==> config.mk <==
export PLATFORM = sky130hd
export DESIGN_NAME = obi_dma_copy_flat
export DESIGN_NICKNAME = d
export VERILOG_FILES = /design/src/rtl/obi_dma_copy_if.sv /design/src/rtl/obi_dma_copy.sv /design/src/flat_wrapper.sv
export SDC_FILE = /design/constraint.sdc
export NUM_CORES = 1
export LEC_CHECK = 0
export ABC_CLOCK_PERIOD_IN_PS = 5100
export BUFFER_PORTS_ARGS = -buffer_cell sky130_fd_sc_hd__buf_2
export CAP_MARGIN = 10
export CORE_UTILIZATION = 25
export CTS_CLUSTER_DIAMETER = 50
export DETAILED_ROUTE_END_ITERATION = 16
export GPL_TIMING_DRIVEN = 0
export PLACE_DENSITY = 0.46
export SYNTH_ARGS = -nofsm -noshare
export SYNTH_HDL_FRONTEND = slang
export SYNTH_SLANG_ARGS = --single-unit
==> constraint.sdc <==
create_clock -name clk_i -period 5.1 [get_ports clk_i]
set_input_delay 1.275 -clock clk_i [delete_from_list [all_inputs] [get_ports clk_i]]
set_output_delay 1.275 -clock clk_i [all_outputs]
set_load 0.01 [all_outputs]
==> src/rtl/obi_dma_copy_if.sv <==
// OBI data-port bundle between the copy engine (master) and a memory responder (slave).
// illegal is the responder's bad-access flag, meaningful only in a req && gnt cycle.
interface obi_dma_copy_if;
    logic        req;
    logic        gnt;
    logic [31:0] addr;
    logic        we;
    logic [3:0]  be;
    logic [31:0] wdata;
    logic        rvalid;
    logic [31:0] rdata;
    logic        illegal;

    modport master (
        output req, addr, we, be, wdata,
        input  gnt, rvalid, rdata, illegal
    );

    modport slave (
        input  req, addr, we, be, wdata,
        output gnt, rvalid, rdata, illegal
    );
endinterface

==> src/rtl/obi_dma_copy.sv <==
// OBI bulk-copy engine: reads one word from src, writes it to dst, repeats len times.
// One transaction outstanding at a time; an illegal access ends the copy with err_o set.
module obi_dma_copy #(
    parameter int unsigned LEN_W   = 16,
    parameter logic [3:0]  BE_FULL = 4'hF
) (
    input  logic             clk_i,
    input  logic             rst_ni,
    input  logic             start_i,
    input  logic [31:0]      src_addr_i,
    input  logic [31:0]      dst_addr_i,
    input  logic [LEN_W-1:0] len_i,
    output logic             busy_o,
    output logic             done_o,
    output logic             err_o,
    output logic [LEN_W-1:0] words_done_o,
    obi_dma_copy_if.master   obi
);

    typedef enum logic [2:0] {
        StIdle,
        StRdReq,
        StRdWait,
        StWrReq,
        StWrWait,
        StDone
    } state_e;

    state_e           r_state;
    state_e           w_state_next;
    logic [31:0]      r_rd_addr;
    logic [31:0]      r_wr_addr;
    logic [31:0]      r_buf;
    logic [LEN_W-1:0] r_len;
    logic [LEN_W-1:0] r_words;
    logic [LEN_W-1:0] w_words_inc;
    logic             r_err;
    logic             w_start;
    logic             w_grant;

    assign w_start     = (r_state == StIdle) && start_i;
    assign w_grant     = obi.req && obi.gnt;
    assign w_words_inc = r_words + LEN_W'(1);

    always_ff @(posedge clk_i) begin
        if (!rst_ni) begin
            r_state <= StIdle;
        end else begin
            r_state <= w_state_next;
        end
    end

    // r_err doubles as the abort flag: once set, the pending response ends the copy.
    always_comb begin
        w_state_next = r_state;
        unique case (r_state)
            StIdle: begin
                if (start_i) begin
                    w_state_next = (len_i == '0) ? StDone : StRdReq;
                end
            end
            StRdReq: begin
                if (obi.gnt) w_state_next = StRdWait;
            end
            StRdWait: begin
                if (obi.rvalid) w_state_next = r_err ? StDone : StWrReq;
            end
            StWrReq: begin
                if (obi.gnt) w_state_next = StWrWait;
            end
            StWrWait: begin
                if (obi.rvalid) begin
                    w_state_next = (r_err || (w_words_inc == r_len)) ? StDone : StRdReq;
                end
            end
            StDone: begin
                w_state_next = StIdle;
            end
            default: begin
                w_state_next = StIdle;
            end
        endcase
    end

    always_ff @(posedge clk_i) begin
        if (!rst_ni) begin
            r_rd_addr <= '0;
            r_wr_addr <= '0;
            r_buf     <= '0;
            r_len     <= '0;
            r_words   <= '0;
            r_err     <= 1'b0;
        end else begin
            if (w_start) begin
                r_rd_addr <= src_addr_i & ~32'h3;
                r_wr_addr <= dst_addr_i & ~32'h3;
                r_len     <= len_i;
                r_words   <= '0;
                r_err     <= 1'b0;
            end
            if (w_grant && obi.illegal) begin
                r_err <= 1'b1;
            end
            if ((r_state == StRdWait) && obi.rvalid) begin
                r_buf <= obi.rdata;
            end
            // Addresses advance by a word and wrap modulo 2^32 naturally.
            if ((r_state == StWrWait) && obi.rvalid && !r_err) begin
                r_words   <= w_words_inc;
                r_rd_addr <= r_rd_addr + 32'd4;
                r_wr_addr <= r_wr_addr + 32'd4;
            end
        end
    end

    always_comb begin
        busy_o    = 1'b0;
        done_o    = 1'b0;
        obi.req   = 1'b0;
        obi.we    = 1'b0;
        obi.be    = 4'h0;
        obi.addr  = 32'h0;
        obi.wdata = 32'h0;
        unique case (r_state)
            StRdReq: begin
                busy_o   = 1'b1;
                obi.req  = 1'b1;
                obi.be   = BE_FULL;
                obi.addr = r_rd_addr;
            end
            StWrReq: begin
                busy_o    = 1'b1;
                obi.req   = 1'b1;
                obi.we    = 1'b1;
                obi.be    = BE_FULL;
                obi.addr  = r_wr_addr;
                obi.wdata = r_buf;
            end
            StRdWait, StWrWait: begin
                busy_o = 1'b1;
            end
            StDone: begin
                done_o = 1'b1;
            end
            default: begin
                busy_o = 1'b0;
            end
        endcase
    end

    assign err_o        = r_err;
    assign words_done_o = r_words;

endmodule

==> src/flat_wrapper.sv <==
// flat-port wrapper written by rule: the top's interface ports become plain ports
module obi_dma_copy_flat 
#(
    parameter int unsigned LEN_W   = 16,
    parameter logic [3:0]  BE_FULL = 4'hF
)
  (clk_i, rst_ni, start_i, src_addr_i, dst_addr_i, len_i, busy_o, done_o, err_o, words_done_o, obi_req, obi_addr, obi_we, obi_be, obi_wdata, obi_gnt, obi_rvalid, obi_rdata, obi_illegal);
  obi_dma_copy_if obi_i ();
  input  logic clk_i;
  input  logic rst_ni;
  input  logic start_i;
  input  logic [31:0] src_addr_i;
  input  logic [31:0] dst_addr_i;
  input  logic [LEN_W-1:0] len_i;
  output logic busy_o;
  output logic done_o;
  output logic err_o;
  output logic [LEN_W-1:0] words_done_o;
  output wire logic [$bits(obi_i.req)-1:0] obi_req;
  output wire logic [$bits(obi_i.addr)-1:0] obi_addr;
  output wire logic [$bits(obi_i.we)-1:0] obi_we;
  output wire logic [$bits(obi_i.be)-1:0] obi_be;
  output wire logic [$bits(obi_i.wdata)-1:0] obi_wdata;
  input wire logic [$bits(obi_i.gnt)-1:0] obi_gnt;
  input wire logic [$bits(obi_i.rvalid)-1:0] obi_rvalid;
  input wire logic [$bits(obi_i.rdata)-1:0] obi_rdata;
  input wire logic [$bits(obi_i.illegal)-1:0] obi_illegal;
  assign obi_req = obi_i.req;
  assign obi_addr = obi_i.addr;
  assign obi_we = obi_i.we;
  assign obi_be = obi_i.be;
  assign obi_wdata = obi_i.wdata;
  assign obi_i.gnt = obi_gnt;
  assign obi_i.rvalid = obi_rvalid;
  assign obi_i.rdata = obi_rdata;
  assign obi_i.illegal = obi_illegal;
  obi_dma_copy #(.LEN_W(LEN_W), .BE_FULL(BE_FULL)) u_core (.clk_i(clk_i), .rst_ni(rst_ni), .start_i(start_i), .src_addr_i(src_addr_i), .dst_addr_i(dst_addr_i), .len_i(len_i), .busy_o(busy_o), .done_o(done_o), .err_o(err_o), .words_done_o(words_done_o), .obi(obi_i));
endmodule
Word-level counts from Yosys, hierarchy flattened
Index checks and enable logic that the tools add are counted.
Cells by class
  add/sub/neg operators: 3
  equality and inequality tests: 11
  mux-type cells: 24
  reduce and logical (&&, ||, !) cells: 15
Operator list (count)
  two-way mux 32 bit: 5
  adder 32 x 3 -> 32 bit, second input constant: 2
  case mux 32 bit (2 select lines): 1
  two-way mux 16 bit: 2
  two-way mux 3 bit: 8
  adder 16 x 1 -> 16 bit, second input constant: 1
  equality test 16 bit: 1
  logical NOT 16 bit: 1
  case mux 3 bit (5 select lines): 1
  inequality test 2 bit, second input constant: 5
  equality test 3 x 2 -> 1 bit, second input constant: 2
  equality test 3 bit, second input constant: 2
  logical AND 1 bit: 6
  two-way mux 1 bit: 6
  AND reduction 5 bit: 1
  two-way mux 4 bit: 1
  nonzero test 2 bit: 2
  OR reduction 4 bit: 1
  equality test 3 x 1 -> 1 bit, second input constant: 1
  logical NOT 3 bit: 1
  OR reduction 2 bit: 1
  logical NOT 1 bit: 1
  logical OR 1 bit: 1
Word-level totals
  logic and storage cells: 60
  flip-flop bits (word level): 132
  output and inout port bits: 89

Depth between registers and ports, before layout
Gate-level depths: netlist of the first run.
  depth in word-level cells: 6
  mapped depth: 9
  depth with buffers taken out: 7

Worst setup path after synthesis of the first run
OpenSTA, ideal clock, no wires.
  path kind: register to output
  start: register u_core.r_state[1]
  end: output port obi_addr[10]
  arrival: 1594 ps
  buffers on the path: 3
  slack: 2231 ps
  required time: 3825 ps
  cell stages (with the launch flop): 6
  path through: dfxtp_1 -> buf_4 -> buf_1 -> buf_1 -> mux2i_1 -> nor2_1
On the way
  cells in the longest elaborated chain, start to end: 2
RTL lines
  start: declaration: line obi_dma_copy.sv:29  | state_e r_state;
  start signal: assignment: line obi_dma_copy.sv:47  | r_state <= StIdle;
  start signal: assignment: line obi_dma_copy.sv:49  | r_state <= w_state_next;
  equality test 3 x 2 -> 1 bit or equality test 3 x 1 -> 1 bit (tied branches): line obi_dma_copy.sv:124  | unique case (r_state)
  case mux 32 bit (2 select lines) (*): line obi_dma_copy.sv:124
  end: declaration: line flat_wrapper.sv:20  | output wire logic [$bits(obi_i.addr)-1:0] obi_addr;
Every way passes the cells marked *; elsewhere a longest branch is shown, timed or not.

Final worst setup path of the first run
  start: register u_core.r_state[1]
  end: output port obi_addr[7]
Same word-level chain as after synthesis.

==> results of run 1 <==
## power breakdown
| group | leakage (nW) | internal (mW) | switching (mW) |
|---|---|---|---|
| Combinational | 2.52 | 0.181 | 0.324 |
| Clock | 0.257 | 0.645 | 0.506 |
| Sequential | 1.04 | 1.06 | 0.0761 |
| Total | 3.82 | 1.89 | 0.906 |
## synth_stat cells (all sizes together), types with 3 or more instances
cell type,n,area share
a21oi,116,0.080
nor2,101,0.052
a311oi,5,0.0060
nor2b,5,0.0043
inv,14,0.0072
clkbuf,57,0.029
a211oi,3,0.0031
o211ai,7,0.0072
or4,4,0.0046
and2,7,0.0060
xnor2,13,0.016
and4,8,0.0096
buf,24,0.020
and3,55,0.047
nor3,30,0.021
nor4,9,0.0094
ha,3,0.0052
nand2,159,0.082
a22oi,10,0.010
dfxtp,128,0.35
xor2,7,0.0084
mux2,4,0.0062
or3,5,0.0043
a31oi,20,0.017
mux2i,37,0.051
nor4b,3,0.0086
nor3b,3,0.0031
o21ai,45,0.031
a221oi,4,0.0048
nand3,40,0.031
a222oi,5,0.0069
nand4,13,0.012
a32oi,9,0.011
## through the flow
stage               area (um2)    util  hold slack (ps)  worst slack, ps
floorplan                 7291       -            431.9             2231
global placement          8772  0.3056            437.3             1376
detailed placement        8783  0.3060            443.9             1448
CTS                       9325  0.3249            452.8            970.9
global route              9328  0.3250            467.0            803.3
finish                    9328  0.3250            450.7            952.3
## layout by cell type, fill, tap and decap left out, types with 37 or more instances in the layout
cell and count:
nand3_1 37, nor2_1 100, nand2_1 158, o21ai_0 43, clkbuf_1 57, mux2i_1 37, a21oi_1 116, and3_1 55
dfxtp_1 128, buf_2 210
## cell families after synthesis
group                      count (synthesis)  synth area share
buffers and inverters                     96           0.05683
other                                      1         0.0005146
xor gates and xnor gates                  20           0.02404
and+or+nand+nor                          448            0.3019
AOI/OAI and AO/OA                        246            0.2030
muxes                                     41           0.05701
DFF                                      128            0.3516
adders and majority gates                  3          0.005152
## critical path, cell delays in order (launching register included)
cell and delay (ps):
dfxtp_1 310, buf_4 180, buf_1 500, buf_1 740, mux2i_1 470, nor2_1 80, buf_2 170
## sequential cells by signal (all words and copies together), names as in the netlist
signal,count
u_core.err_o,1
u_core.words_done_o,16
u_core.r_rd_addr,30
u_core.r_wr_addr,30
u_core.r_buf,32
u_core.r_len,16
u_core.r_state,3
## worst paths after layout
kind	from	to	slack, ps	depth (start not counted)
worst min register to register	u_core.r_buf[2]$_SDFFE_PN0P_	u_core.r_buf[2]$_SDFFE_PN0P_	450	2
worst max-delay path	u_core.r_state[1]$_SDFFE_PN0P_	obi_addr[7]	950	6
worst max register to register	u_core.r_state[0]$_SDFFE_PN0P_	u_core.r_wr_addr[31]$_SDFFE_PN0P_	2470	6
worst min-delay path	u_core.r_buf[2]$_SDFFE_PN0P_	u_core.r_buf[2]$_SDFFE_PN0P_	450	2
## routing by layer
metal  share of wire  vias to the layer above  GRT usage
met2            0.46                      313     0.3369
met4           0.020                        0    0.05752
li1                -                     3961          -
met5               0                        -          0
met3           0.059                       35    0.03672
met1            0.46                     3918     0.2797
## cell type report
cell class / instances / area (um2)
fill: 3263 / 19370
multi-input combinational: 760 / 4314
sequential: 128 / 2562
timing repair buffer: 201 / 1012
tap: 384 / 480.5
clock buffer: 19 / 452.9
buffer: 81 / 357.8
clock inverter: 12 / 88.84
inverter: 15 / 56.30
antenna: 1 / 2.502
==> key figures, run 1 <==
Floorplan
  • # rows: a little over 60
  • Die height: 172.7 um
  • Starting Density: 0.2539
  • Die area: between 0.02 and 0.03 mm2
  • Die Wd: between 150 and 200 um
  • CORE AREA: around 0.029 mm2
  • Ports: about 210

Yosys
  • Netlist Area Pre-Place: about 0.0073 mm2
  • Post-synthesis cell count: slightly below 1000
  • Synth unique cells: 68
  • Ys flop type: dfxtp_1
  • Yosys warnings: 0
  • Post-synth EDFFs: 0
  • Synth Area per Inst: approximately 7.4 um2
  • Post-synthesis sequential area ratio: 0.3516
  • Post-synth ARST share: 0
  • Synthesized flop and latch total: between 100 and 150

Timing
  • Clk_skew: roughly 14 ps
  • Max-Slew Margin vs Limit: 0.3556
  • Post-route clock period utilization: 0.8133
  • Slew Limit Fails: 0
  • Worst-margin pin slew: 966.7 ps
  • Tmin final: 4148 ps
  • Final setup viols: 0
  • RSZ-0062 raised after global routing: no
  • Setup tns final: 0 ps
  • Fmax: 241.1 MHz
  • Hold violation count in the final report: 0

Run
  • Maximum Capacitance Violations: 0

CTS
  • Post-CTS resize count: 0
  • Post-CTS Setup Inserts: 0
  • CTS Buf Count: 17
  • Root buffer cell: clkbuf_16
  • CTS tree: yes
  • CTS max path bufs: 2
  • CTS Hold Bufs: 0
  • CTS clk-pin slew, worst paths: ~60 ps
  • H-tree depth: 4
  • Clk_lat worst skew: 430 ps
  • CTS sink cnt: roughly 130

Placement
  • Placed Instances: roughly 1600
  • DP HPWL: approximately 23 mm
  • Routability congestion estimate: 0.8782
  • Port Buf Inserts: 200

Global route
  • Total track usage: 0.2070
  • Vias in the first global route: about 7600
  • Largest net degree at the start of global routing: 17
  • GRT overflow: 0
  • Global-route wire length before repair: roughly 47 mm
  • Initial antenna violation count: 1

Detailed routing
  • Post-DR wirelength/cell: slightly below 20 um
  • DRT Pass-1 Iters: 7
  • First-iteration detailed-routing DRC count: 718
  • Vias/cell: about 5.1
  • Final wirelength: roughly 32 mm
  • DRT antenna net count: 0
  • Routed via count: 8227
  • DRC viols: 0

Final layout
  • Final #Nets: around 1300
  • Area growth syn-to-layout: 28.00%
  • Final Non-Filler Cells: roughly 1600
  • Fraction of layout cells with a size suffix above 1: 0.2237

Critical path
  • Crit path DAT: 2870 ps
  • CP Class: reg -> out
  • WP data required: roughly 3800 ps
  • Largest fanout on the critical path: 10
  • Crit. End Element: primary output
  • CP startpoint kind: flip-flop

Pwr
  • Tot Pwr: ~2.8 mW
  • P_leak: 3.821 nW
  • VDD IR max: between 0.2 and 0.25 mV
  • Power per cell area: around 300 mW/mm2

Run status
  • Result of the run: finished, final reports clean

Hold path
  • Hold Crit Class: reg -> reg
(Power assumes the default switching activity.)
==> inputs of run 2 (changes only) <==
--- a/config.mk
+++ b/config.mk
@@ -5,7 +5,7 @@
 export SDC_FILE = /design/constraint.sdc
 export NUM_CORES = 1
 export LEC_CHECK = 0
-export ABC_CLOCK_PERIOD_IN_PS = 5100
+export ABC_CLOCK_PERIOD_IN_PS = 4000
 export BUFFER_PORTS_ARGS = -buffer_cell sky130_fd_sc_hd__buf_2
 export CAP_MARGIN = 10
 export CORE_UTILIZATION = 25
==> constraint.sdc (replaced) <==
create_clock -name clk_i -period 4 [get_ports clk_i]
set_input_delay 1 -clock clk_i [delete_from_list [all_inputs] [get_ports clk_i]]
set_output_delay 1 -clock clk_i [all_outputs]
set_load 0.01 [all_outputs]
==> run 2 against run 1 <==
Net effect: die area unchanged; total power increased by 28%; wire length hardly changed; first-iteration DRC count unchanged.
==> key figures, run 2 (synthesized netlist as in run 1, its figures left out) <==
Floorplan
  • Ports: between 200 and 250
  • Die Wd: between 150 and 200 um
  • Die area: 0.02983 mm2
  • # rows: 62
  • Starting Density: 0.2539
  • Die height: between 150 and 200 um
  • CORE AREA: roughly 0.029 mm2

Critical path
  • Crit path DAT: around 2800 ps
  • CP peak stage delay: roughly 790 ps
  • Worst R2R Path Depth: 6
  • Reg-to-reg slack, setup: between 1000 and 1500 ps
  • Largest fanout on the critical path: 10
  • CP startpoint: u_core.r_state[1]$_SDFFE_PN0P_
  • Critical Path Slowest Stage Cell: buf_1
  • FF-to-FF End: u_core.r_wr_addr[31]$_SDFFE_PN0P_
  • WP data required: roughly 3000 ps
  • Buffers & Inverters on Critical Path: 4
  • Top cell by count, worst path: buf_1
  • CP Cell Sequence: buf_4, buf_1, buf_1, mux2i_1, nor2_1, buf_2
  • CP startpoint kind: flip-flop
  • Crit. End Element: primary output
  • Cell family contributing the most delay on the critical path: buffers and inverters
  • CP Class: reg -> out
  • Worst r2r src: u_core.r_state[0]$_SDFFE_PN0P_

Pwr
  • Tot Pwr: around 3.6 mW
  • VDD IR max: between 0.2 and 0.3 mV
  • Power per cell area: between 300 and 400 mW/mm2
  • P_leak: 3.824 nW

Final layout
  • Largest Register: u_core.r_buf
  • Fraction of layout cells with a size suffix above 1: 0.2245
  • Filler Cells Inserted: between 3000 and 4000
  • Area growth syn-to-layout: 28.02%
  • Most frequent cells in the layout: 210 x buf_2, 158 x nand2_1, 128 x dfxtp_1
  • Commonest non-fill, non-tap cell in the layout: buf_2
  • Final #Nets: 1325
  • Max reg flops: 32
  • Largest regs: u_core.r_buf (32), u_core.r_rd_addr (30), u_core.r_wr_addr (30)

Global route
  • Global-route wire length before repair: around 47 mm
  • Initial antenna violation count: 1
  • Vias in the first global route: roughly 7600
  • Total track usage: 0.2070
  • Largest net degree at the start of global routing: 17
  • GRT overflow: 0

CTS
  • CTS clk-pin slew, worst paths: ~60 ps
  • CTS max path bufs: 2
  • H-tree depth: 4
  • CTS tree: yes
  • Clk_lat worst skew: about 430 ps
  • CTS sink cnt: roughly 130
  • Root buffer cell: clkbuf_16
  • CTS Buf Count: 17
  • CTS Hold Bufs: 0

Detailed routing
  • DRC viols: 0
  • DRT Pass-1 Iters: 5
  • Final wirelength: 31.52 mm
  • Post-DR wirelength/cell: 19.69 um
  • First-iteration detailed-routing DRC count: just over 700
  • Routed via count: ~8200
  • Vias/cell: ~5
  • DRT antenna net count: 0

Timing
  • Hold violation count in the final report: 0
  • Tmin final: approximately 3800 ps
  • Worst-margin pin slew: slightly below 1000 ps
  • Post-route clock period utilization: 0.9489
  • RSZ-0062 raised after global routing: no
  • Final setup viols: 0
  • Fmax: ~260 MHz
  • Slew Limit Fails: 0
  • Max-Slew Margin vs Limit: 0.3537
  • Setup tns final: 0 ps
  • Clk_skew: around 13 ps

Placement
  • DP HPWL: between 20 and 25 mm
  • Routability congestion estimate: approximately 0.9
  • Port Buf Inserts: 200

Run
  • Maximum Capacitance Violations: 0

Hold path
  • Hold Crit Class: reg -> reg
  • Endpoint, Worst Hold: u_core.r_buf[2]$_SDFFE_PN0P_
  • Min-delay src: u_core.r_buf[2]$_SDFFE_PN0P_
  • Worst hold stages: 2

Run status
  • Result of the run: finished, final reports clean
==> run 2: changes by cell type in the layout (fill, tap and decap cells not counted) <==
cell,previous run,this run
clkbuf_2,0,1
buf_1,4,3
==> run 2: worst min-delay path, delay by kind of cell (launching register included) <==
kind | cells | cell delay (ps)
AND/OR/NAND/NOR | 1 | 50
flip-flops | 1 | 300
AO/OA/AOI/OAI | 1 | 50
==> run 2: how the worst max path moves through the flow <==
| stage | cells after the start | endpoint | slack (ps) |
|---|---|---|---|
| after floorplan | 5 | obi_addr[10] | 1410 |
| after global placement | 6 | u_core.r_wr_addr[12]$_SDFFE_PN0P_ | 550 |
| after detailed placement | 6 | obi_addr[9] | 620 |
| after CTS | 6 | obi_addr[9] | 150 |
| after global routing | 6 | obi_addr[8] | 90 |
| final | 6 | obi_addr[9] | 200 |
==> run 2: timing repair <==
action	CTS	global route
gates resized for setup	0	2
setup endpoints to repair	0	1
buffers inserted	0	0
==> run 2: area by class of cell <==
type                       instances  area [um2]  area share
sequential                       128        2562      0.2747
buffer                            81       359.1     0.03849
antenna                            1       2.502   0.0002682
timing repair buffer             201        1012      0.1085
clock buffer                      19       452.9     0.04855
inverter                          15       56.30    0.006035
tap                              384       480.5     0.05150
clock inverter                    12       88.84    0.009523
multi-input combinational        760        4314      0.4624
==> run 2: routing by layer <==
layer  vias up  part of all wire  global-route usage
met3        32             0.061             0.03672
met4         0             0.019             0.05752
met1      3915              0.46              0.2797
met5         -                 0                   0
met2       311              0.46              0.3369
li1       3968                 -                   -
==> run 2: power by group <==
group / leakage [nW] / switching [mW] / internal (mW)
clock: 0.257 / 0.649 / 0.823
sequential: 1.04 / 0.0974 / 1.36
combinational: 2.52 / 0.413 / 0.230
==> run 2: stage by stage <==
| step | cell area (um2) | setup slack (ps) | util | hold WS (ps) | std cells |
|---|---|---|---|---|---|
| final | 9329 | 204.5 | 0.3250 | 450.7 | 1601 |
| after CTS | 9325 | 145.9 | 0.3249 | 452.8 | 1600 |
| after floorplan | 7291 | 1406 | - | 431.9 | 984 |
| after global routing | 9329 | 85.40 | 0.3250 | 467.0 | 1601 |
| after global placement | 8772 | 550.6 | 0.3056 | 437.3 | 1568 |
| after detailed placement | 8783 | 622.8 | 0.3060 | 443.9 | 1569 |
==> inputs of run 3 (changes only) <==
--- a/config.mk
+++ b/config.mk
@@ -11,7 +11,6 @@
 export CORE_UTILIZATION = 25
 export CTS_CLUSTER_DIAMETER = 50
 export DETAILED_ROUTE_END_ITERATION = 16
-export GPL_TIMING_DRIVEN = 0
 export PLACE_DENSITY = 0.46
 export SYNTH_ARGS = -nofsm -noshare
 export SYNTH_HDL_FRONTEND = slang
==> run 3 against run 2 <==
Net effect: via count down 5.3%; global-route usage fell by 2.9 points; fmax increased by 13%; sequential cell count unchanged; core utilization is 0.57 points lower; setup slack improved by 430 ps; total power increased by 2.9%; clock power increased by 12%; hold slack lost 1.7 ps; first-iteration DRC count down 22%; sequential power is 3% higher; critical endpoint is now obi_wdata[17]; largest cell class unchanged.
==> key figures, run 3 (synthesized netlist as in run 1, its figures left out) <==
Global route
  • Total track usage: 0.1783
  • Largest net degree at the start of global routing: 79
  • Global-route wire length before repair: ~42 mm
  • GRT overflow: 0
  • Initial antenna violation count: 4
  • Vias in the first global route: around 7200

CTS
  • Post-CTS resize count: 0
  • H-tree depth: 4
  • Post-CTS Setup Inserts: 0
  • CTS sink cnt: 128
  • CTS Hold Bufs: 0
  • Clk_lat worst skew: approximately 430 ps
  • CTS clk-pin slew, worst paths: approximately 60 ps
  • CTS tree: yes
  • Root buffer cell: clkbuf_16
  • CTS max path bufs: 2
  • CTS Buf Count: 17

Placement
  • Area after DPL: 0.008549 mm2
  • Routability congestion estimate: a little over 0.8
  • Placed Instances: roughly 1500
  • Port Buf Inserts: 200
  • DP HPWL: 18.33 mm
  • DP Worst Slack: ~730 ps

Detailed routing
  • M1 WL: approximately 12 mm
  • First-iteration detailed-routing DRC count: roughly 560
  • Met3 routed WL: between 1 and 1.5 mm
  • Final wirelength: around 27 mm
  • Post-DR wirelength/cell: ~17 um
  • Met2 wire length: approximately 13 mm
  • Vias/cell: between 5 and 6
  • DRT Pass-1 Iters: 5
  • DRT antenna net count: 0
  • Routed via count: approximately 7800
  • Top Layer Used: met5
  • DRC viols: 0

Run
  • Maximum Capacitance Violations: 0

Final layout
  • Fraction of layout cells with a size suffix above 1: 0.2339
  • Area growth syn-to-layout: 25.77%
  • Final Cell Area: slightly above 0.009 mm2
  • Commonest non-fill, non-tap cell in the layout: buf_2
  • Final #Nets: approximately 1300
  • Max reg flops: 32
  • Multi-input logic area: about 0.0043 mm2
  • Sequential cell area: 0.002566 mm2
  • Most frequent cells in the layout: 200 x buf_2, 158 x nand2_1, 127 x dfxtp_1
  • Largest regs: u_core.r_buf (32), u_core.r_rd_addr (30), u_core.r_wr_addr (30)
  • Largest Register: u_core.r_buf
  • Filler Cells Inserted: ~3200
  • Final Non-Filler Cells: about 1500

Floorplan
  • Die Wd: 172.7 um
  • Starting Density: 0.2539
  • Die area: roughly 0.030 mm2
  • Die height: about 170 um
  • # rows: 62
  • CORE AREA: 0.02870 mm2
  • Ports: 207

Critical path
  • FF-to-FF End: u_core.r_rd_addr[24]$_SDFFE_PN0P_
  • CP startpoint kind: flip-flop
  • Crit path DAT: about 2400 ps
  • WP data required: 3000 ps
  • Reg-to-reg slack, setup: between 1000 and 1500 ps
  • Worst R2R Path Depth: 7
  • Crit. End Element: primary output
  • Largest fanout on the critical path: 35
  • CP Class: reg -> out
  • Worst r2r src: u_core.r_state[1]$_SDFFE_PN0P_
  • CP startpoint: u_core.r_state[0]$_SDFFE_PN0P_

Timing
  • Post-route clock period utilization: 0.8403
  • PnR worst setup slack: about 640 ps
  • Final setup viols: 0
  • Hold violation count in the final report: 0
  • RSZ-0062 raised after global routing: no
  • Worst-margin pin slew: around 1100 ps
  • Clk_skew: approximately 15 ps
  • Setup tns final: 0 ps
  • Max-Slew Margin vs Limit: 0.2974
  • Fmax: 297.5 MHz
  • Tmin final: around 3400 ps
  • Slew Limit Fails: 0

Hold path
  • Endpoint, Worst Hold: u_core.r_buf[8]$_SDFFE_PN0P_
  • Hold Crit Class: reg -> reg
  • Min-delay src: u_core.r_buf[8]$_SDFFE_PN0P_
  • Worst hold stages: 2

Pwr
  • Sw Share: 0.3025
  • Clock network power share: 0.450
  • Power per cell area: between 400 and 500 mW/mm2
  • VDD IR max: around 0.29 mV
  • Total net switching power: around 1.1 mW
  • Register share of total power: 0.407
  • P_leak: approximately 3.7 nW
  • Combinational power share: 0.143
  • P_int: ~2.6 mW

Run status
  • Result of the run: finished, final reports clean
-- run 3: cell types whose count changed in the layout (fill, tap and decap cells not counted), moves of 2 or more --
| cell | delta |
|---|---|
| buf_4 | +6 |
| clkbuf_8 | -2 |
| bufinv_16 | +3 |
| clkbuf_1 | -56 |
| clkinv_4 | -2 |
| buf_2 | -10 |
| inv_6 | +4 |
| diode_2 | +2 |
| buf_1 | -3 |
| buf_6 | -2 |
-- run 3: worst max-delay path by stage --
stage / depth (start not counted) / slack, ps / to
2_1_floorplan: 5 / 1410 / obi_addr[10]
3_5_place_dp: 8 / 730 / u_core.r_rd_addr[4]$_SDFFE_PN0P_
6_report: 4 / 640 / obi_wdata[17]
4_1_cts: 4 / 670 / obi_wdata[17]
5_1_grt: 6 / 470 / obi_wdata[17]
3_3_place_gp: 8 / 770 / u_core.r_wr_addr[8]$_SDFFE_PN0P_
-- run 3: per-stage QoR --
stage	power (mW)	utilization	hold WS, ps
floorplan	1.821	-	431.9
global placement	2.044	0.2979	437.8
finish	3.673	0.3193	448.9
detailed placement	2.049	0.2979	443.7
global route	3.855	0.3191	464.4
CTS	3.727	0.3191	452.9
-- run 3: power by group through the flow --
stage	clock network [mW]	logic, mW	registers, mW
finish	1.65	0.526	1.49
global route	1.76	0.586	1.51
CTS	1.71	0.531	1.49
detailed placement	0	0.530	1.52
global placement	0	0.527	1.52
floorplan	0	0.375	1.45
-- run 3: critical path: stages (launching register included) --
cell and delay (ps):
dfxtp_1 610, nand2_1 130, inv_1 780, and3_1 270, buf_2 130
-- run 3: cell type report --
class / count / share of cell area
Antenna cell: 3 / 0.0008191
Clock buffer: 18 / 0.04683
Clock inverter: 14 / 0.01952
Inverter: 15 / 0.006280
Multi-Input combinational cell: 760 / 0.4726
Sequential cell: 128 / 0.2800
Tap cell: 384 / 0.05242
Timing Repair Buffer: 215 / 0.1215
-- run 3: per-layer routing --
layer,GRT usage,up-vias
met5,0,-
met3,0.03980,19
li1,-,3830
met4,0.05457,2
met2,0.2865,222
met1,0.2373,3719
